==> config.mk <==
export PLATFORM = sky130hd
export DESIGN_NAME = dualportram_copy_engine
export DESIGN_NICKNAME = d
export VERILOG_FILES = /design/src/rtl/dualportram_copy_pkg.sv /design/src/rtl/dualportram_copy_csum.sv /design/src/rtl/dualportram_copy_engine.sv
export SDC_FILE = /design/constraint.sdc
export NUM_CORES = 1
export LEC_CHECK = 0
export ABC_AREA = 1
export ABC_CLOCK_PERIOD_IN_PS = 4300
export CAP_MARGIN = 20
export CORE_MARGIN = 3
export CORE_UTILIZATION = 50
export DETAILED_ROUTE_END_ITERATION = 8
export DONT_BUFFER_PORTS = 1
export PLACE_DENSITY = 0.74
export SLEW_MARGIN = 30
export SYNTH_ARGS = -nofsm -noshare
export SYNTH_HDL_FRONTEND = slang
export SYNTH_SLANG_ARGS = --single-unit
==> constraint.sdc <==
create_clock -name clk -period 4.3 [get_ports clk]
set_input_delay 0.86 -clock clk [delete_from_list [all_inputs] [get_ports clk]]
set_output_delay 0.86 -clock clk [all_outputs]
set_load 0.02 [all_outputs]
==> src/rtl/dualportram_copy_pkg.sv <==
// dualportram_copy_pkg
//   Shared types and constants for the dual-port RAM copy/fill sequencer.
//   state_t      : sequencer states
//   MODE_COPY    : copy source range to destination range
//   MODE_FILL    : fill destination range with a constant pattern
//   range_bad()  : 33-bit overflow-safe check of base+len against the RAM size
package dualportram_copy_pkg;

  typedef enum logic [1:0] {
    IDLE  = 2'd0,
    RUN   = 2'd1,
    FLUSH = 2'd2,
    ERR   = 2'd3
  } state_t;

  localparam logic MODE_COPY = 1'b0;
  localparam logic MODE_FILL = 1'b1;

  // The extra carry bit means a base near 2^32 cannot wrap and slip under the limit.
  function automatic logic range_bad(input logic [31:0] base,
                                     input logic [31:0] len,
                                     input logic [31:0] limit);
    logic [32:0] w_end;
    w_end = {1'b0, base} + {1'b0, len};
    return w_end > {1'b0, limit};
  endfunction

endpackage

==> src/rtl/dualportram_copy_csum.sv <==
// dualportram_copy_csum
//   Running modulo-2^WIDTH sum of every word written to the destination port.
//   Only built when DUALPORTRAM_COPY_CSUM_EN is defined.
//   Ports:
//     clk, reset    : clock, async active-high reset
//     i_clr         : clear the sum (accepted start)
//     i_add_en      : add i_add_val this cycle (port B write strobe)
//     i_add_val     : word being written
//     o_csum        : accumulated sum
module dualportram_copy_csum
  import dualportram_copy_pkg::*;
#(
  parameter int WIDTH = 32
) (
  input  logic             clk,
  input  logic             reset,
  input  logic             i_clr,
  input  logic             i_add_en,
  input  logic [WIDTH-1:0] i_add_val,
  output logic [WIDTH-1:0] o_csum
);

  logic [WIDTH-1:0] r_csum;

  always_ff @(posedge clk or posedge reset) begin
    if (reset) begin
      r_csum <= '0;
    end else if (i_clr) begin
      r_csum <= '0;
    end else if (i_add_en) begin
      r_csum <= r_csum + i_add_val;
    end
  end

  assign o_csum = r_csum;

endmodule

==> src/rtl/dualportram_copy_engine.sv <==
// dualportram_copy_engine
//   Sequencer that copies or fills a word range of a dual-port RAM, one word per
//   cycle. Port A reads the source, port B writes the destination.
//   Optional feature macro: DUALPORTRAM_COPY_CSUM_EN adds the csum output.
//   Ports:
//     clk, reset                 : clock, async active-high reset
//     start/mode/src/dst/len/pattern/abort : command interface (sampled in IDLE)
//     busy/done/err              : status (done/err are 1-cycle pulses)
//     ram_length                 : RAM size in words
//     we/oe/address/din/dout     : RAM port A (read only; we and din tied 0)
//     we_b/oe_b/address_b/din_b  : RAM port B (write only; oe_b tied 0)
//     csum (macro only)          : sum of all words written since last start
//
//   state | meaning
//   IDLE  | waiting for start; done pulse emitted here after completion
//   RUN   | one word per cycle (COPY: read k, write k-1; FILL: write k)
//   FLUSH | COPY: last write from read data; FILL: empty slot for equal timing
//   ERR   | range error, err high for this single cycle
module dualportram_copy_engine
  import dualportram_copy_pkg::*;
#(
  parameter int WIDTH = 32
) (
  input  logic             clk,
  input  logic             reset,
  input  logic             start,
  input  logic             mode,
  input  logic [31:0]      src,
  input  logic [31:0]      dst,
  input  logic [31:0]      len,
  input  logic [WIDTH-1:0] pattern,
  input  logic             abort,
  output logic             busy,
  output logic             done,
  output logic             err,
  input  logic [31:0]      ram_length,
  output logic             we,
  output logic             oe,
  output logic [31:0]      address,
  output logic [WIDTH-1:0] din,
  input  logic [WIDTH-1:0] dout,
  output logic             we_b,
  output logic             oe_b,
  output logic [31:0]      address_b,
  output logic [WIDTH-1:0] din_b
`ifdef DUALPORTRAM_COPY_CSUM_EN
  ,
  output logic [WIDTH-1:0] csum
`endif
);

  state_t           r_state;
  state_t           w_state_nxt;
  logic             r_mode;
  logic [WIDTH-1:0] r_pattern;
  logic [31:0]      r_rd_addr;
  logic [31:0]      r_wr_addr;
  logic [31:0]      r_remain;
  logic             r_wr_vld;
  logic             r_done;

  logic             w_accept;
  logic             w_len_zero;
  logic             w_range_err;
  logic             w_last;

  assign w_accept    = (r_state == IDLE) && start;
  assign w_len_zero  = (len == 32'd0);
  assign w_range_err = ((mode == MODE_COPY) && range_bad(src, len, ram_length)) ||
                       range_bad(dst, len, ram_length);
  assign w_last      = (r_remain == 32'd1);

  always_ff @(posedge clk or posedge reset) begin
    if (reset) begin
      r_state <= IDLE;
    end else begin
      r_state <= w_state_nxt;
    end
  end

  // Zero length wins over the range check: nothing is accessed, so nothing can be out of range.
  always_comb begin
    w_state_nxt = r_state;
    case (r_state)
      IDLE: begin
        if (start) begin
          if (w_len_zero)       w_state_nxt = IDLE;
          else if (w_range_err) w_state_nxt = ERR;
          else                  w_state_nxt = RUN;
        end
      end
      RUN: begin
        if (abort)       w_state_nxt = IDLE;
        else if (w_last) w_state_nxt = FLUSH;
      end
      FLUSH:   w_state_nxt = IDLE;
      ERR:     w_state_nxt = IDLE;
      default: w_state_nxt = IDLE;
    endcase
  end

  // Datapath: read address, write address (lags one word in COPY) and down-counter.
  always_ff @(posedge clk or posedge reset) begin
    if (reset) begin
      r_mode    <= MODE_COPY;
      r_pattern <= '0;
      r_rd_addr <= '0;
      r_wr_addr <= '0;
      r_remain  <= '0;
      r_wr_vld  <= 1'b0;
      r_done    <= 1'b0;
    end else begin
      r_done <= 1'b0;
      case (r_state)
        IDLE: begin
          if (start) begin
            r_mode    <= mode;
            r_pattern <= pattern;
            r_rd_addr <= src;
            r_wr_addr <= dst;
            r_remain  <= len;
            r_wr_vld  <= 1'b0;
            r_done    <= w_len_zero;
          end
        end
        RUN: begin
          if (!abort) begin
            r_rd_addr <= r_rd_addr + 32'd1;
            r_remain  <= r_remain - 32'd1;
            if (r_mode == MODE_COPY) r_wr_vld <= 1'b1;
            if ((r_mode == MODE_FILL) || r_wr_vld) r_wr_addr <= r_wr_addr + 32'd1;
          end
        end
        FLUSH: begin
          if (!abort) r_done <= 1'b1;
        end
        default: ;
      endcase
    end
  end

  always_comb begin
    busy      = (r_state == RUN) || (r_state == FLUSH);
    done      = r_done;
    err       = (r_state == ERR);
    we        = 1'b0;
    din       = '0;
    oe_b      = 1'b0;
    oe        = 1'b0;
    address   = '0;
    we_b      = 1'b0;
    address_b = '0;
    din_b     = '0;
    case (r_state)
      RUN: begin
        if (r_mode == MODE_COPY) begin
          oe      = 1'b1;
          address = r_rd_addr;
          if (r_wr_vld) begin
            we_b      = 1'b1;
            address_b = r_wr_addr;
            din_b     = dout;
          end
        end else begin
          we_b      = 1'b1;
          address_b = r_wr_addr;
          din_b     = r_pattern;
        end
      end
      FLUSH: begin
        if (r_mode == MODE_COPY) begin
          we_b      = 1'b1;
          address_b = r_wr_addr;
          din_b     = dout;
        end
      end
      default: ;
    endcase
  end

`ifdef DUALPORTRAM_COPY_CSUM_EN
  dualportram_copy_csum #(.WIDTH(WIDTH)) u_csum (
    .clk       (clk),
    .reset     (reset),
    .i_clr     (w_accept),
    .i_add_en  (we_b),
    .i_add_val (din_b),
    .o_csum    (csum)
  );
`else
  logic w_unused;
  assign w_unused = w_accept;
`endif

endmodule
==> impl_results.md <==
* First-pass GRT wire length at 76300 um
* WP data arrival at 3.33 ns
* M1 GR Usage at 40.2%
* CTS tree: built
* Crit Path Max Fanout at 32
* Nets at 2552
* R2R setup slack at 1.21 ns
* Vias in the first global route at 13900
* Initial antenna violation count at 0
* Num rows at 61
* Routed Antenna Nets at 0
* Synthesized cell area at 14200 sq um
* Worst min path class: reg -> reg
* Synth Instances at 2147
* Most crowded layer after global routing: met2
* Post-synth EDFFs at 0
* Crit Path Category: reg -> out
* Antenna Cells at 0
* Fraction of layout cells with a size suffix above 1 at 9.28%
* Port Buf Inserts at 0
* Clk slew on worst S/H paths at 0.07 ns
* Layout Skew at 0.0119 ns
* Max VDD drop at 0.000403 V
* F_max at 239 MHz
* Total global-route track usage at 31.7%
* Postcts setup bufs at 0
* Synth area leader: dfrtp_1
* Commonest non-fill, non-tap cell in the layout: nand2_1
* Slew Limit Headroom at 39.7%
* Die Area at 30400 sq um
* Post-synthesis to final-layout area growth at 11.1%
* Hold-fix buffers, CTS at 0
* Largest net degree at the start of global routing at 134
* CTS buffer count at 17
* CTS root buf: clkbuf_16
* Worst setup EP type: primary output
* # IOs at 332
* Status: completed
* Routability Congestion at 0.982
* Total of max-cap violations at 0
* Mean Syn Cell Area at 6.60 sq um
* Post-synth top area share at 23.5%
* # H-tree levels at 4
* Post-synthesis async set-or-reset flop share at 100%
* DRT Wirelength at 49800 um
* Via count at 15000
* Chip Width at 174 um
* Critical Path RT at 3.44 ns
* Max-slew violations at 0
* Top post-synthesis cells by area: dfrtp_1 23%, nand2_1 13%, ha_1 12%, a21oi_1 6.6%, inv_1 6.6%
* Hpwl dp at 39900 um
* Library cells used by synthesis at 62
* M3 GR Usage at 6.33%
* Final Cycle Share at 97.4%
* Die Y at 174 um
* CTS Sinks at 133
* Tmin final at 4.19 ns
* Overall Power at 0.00938 W
* GRT overflow at 0
* Clock Path Buffers at 2
* DR vias/cell at 5.74
* Yosys reg bits at 133
* Met2 usage at 52.1%
* Drt wl/cell at 19.1 um
* Register area share after synthesis at 23.5%
* Slew @ Worst Pin at 0.905 ns
* Lkg Pwr at 7.66 nW
* Final setup vio count at 0
* DR iter-0 viols at 1309
* Hold Slack at 0.482 ns
* Top_reg_cell synth: dfrtp_1
* Most frequent cells in the layout: 506 x nand2_1, 245 x inv_1, 230 x nor2_1
* Core area at 27900 sq um
* Critical Path Source Type: flip-flop
* Final Hold Viols at 0
* Clock latency on the worst-skew pair at 0.43 ns
* Residual DRC at 0
* Synth Warn # at 0
* Fill count at 2744
* Initial core utilization at 50.9%
* Power per cell area at 595 nW/um^2
* Drt pass-1 iters at 5
==> synthesized netlist by cell type, types with 4 or more instances <==
master and number:
inv_2 6, o22ai_1 25, nand3_1 77, buf_4 37
o21ai_1 15, nor2_2 8, a21oi_1 187, nand4_1 33
buf_1 5, xnor2_1 24, o211ai_1 18, a21o_1 8
nand2_1 506, a22oi_1 23, nor3_1 30, o221ai_1 4
dfrtp_1 133, nand3_2 5, nand2_2 12, clkbuf_1 46
nor2_1 230, ha_1 136, o21a_1 4, nor4_1 36
nor2_4 9, inv_1 248, xor2_1 70, o21ai_0 149
o31ai_1 5, a31oi_1 8, nor3_4 4
==> flip-flops by register name (all words and copies together), names as in the netlist <==
name and count:
r_state 2, r_wr_vld 1, r_rd_addr 32, r_remain 32, r_wr_addr 32, done 1, r_pattern 32, r_mode 1
==> worst max-delay path, cell delays in order, from the launching register on <==
cell and delay (ns):
dfrtp_1 0.49, inv_1 0.14, ha_1 0.45, inv_1 0.09, a21oi_1 0.51, clkinvlp_4 0.68
nor2_1 0.32, buf_4 0.19
==> logic make-up (layout without fill, tap and decap cells) <==
kind of cell / Yosys count / count (layout) / share of synthesized area (%)
XOR/XNOR: 94 / 94 / 5.81
buffers and inverters: 349 / 399 / 10.3
other: 1 / 34 / 0.0264
AO/OA/AOI/OAI: 465 / 465 / 18.3
adder cells (fa/ha/maj): 138 / 138 / 12.3
flip-flops: 133 / 133 / 23.5
AND/OR/NAND/NOR: 967 / 967 / 29.8
==> worst paths after layout <==
| check | startpoint | endpoint | cells past startpoint |
|---|---|---|---|
| hold / removal | r_pattern[31]$_DFFE_PP0P_ | r_pattern[31]$_DFFE_PP0P_ | 2 |
| min in group asynchronous | reset | r_remain[1]$_DFFE_PP0P_ | 2 |
| hold reg to reg | r_pattern[31]$_DFFE_PP0P_ | r_pattern[31]$_DFFE_PP0P_ | 2 |
| setup / recovery | r_state[1]$_DFFE_PP0P_ | address_b[28] | 7 |
| max in group asynchronous | reset | r_rd_addr[16]$_DFFE_PP0P_ | 2 |
| setup reg to reg | r_state[1]$_DFFE_PP0P_ | r_wr_addr[14]$_DFFE_PP0P_ | 13 |
==> final cells by class <==
cell class	instances	area, sq um	area share (%)
tap	378	473	3.00
sequential	133	3330	21.1
inverter	256	968	6.15
multi-input combinational	1698	9540	60.5
clock inverter	14	161	1.02
clock buffer	18	439	2.79
timing repair buffer	111	846	5.37
==> stage by stage <==
stage          cells  utilization [%]  area (sq um)  TNS, ns  setup slack [ns]
2_1_floorplan   2180                -         14300        0             0.465
3_3_place_gp    2576             54.4         15200        0             0.134
3_5_place_dp    2576             54.4         15200        0            0.0690
4_1_cts         2608             56.5         15800        0             0.416
5_1_grt         2608             56.6         15800    -1.26           -0.0907
6_report        2608             56.6         15800        0             0.112
==> power breakdown <==
group          total, W  switching [W]  internal (W)
clock network   0.00151       0.000670      0.000843
registers       0.00246       0.000580       0.00188
logic           0.00541        0.00361       0.00179
==> layer usage <==
metal	vias to the layer above	wire length [um]
li1	7238	-
met1	6943	20000
met2	673	23000
met3	114	4390
met4	0	2400
met5	-	0
==> timing repair <==
action / CTS / global route
setup endpoints to repair: 0 / 32
gates resized for setup: 0 / 1
hold endpoints to repair: 0 / 0
No activity file was read; power rests on OpenSTA's default activity.
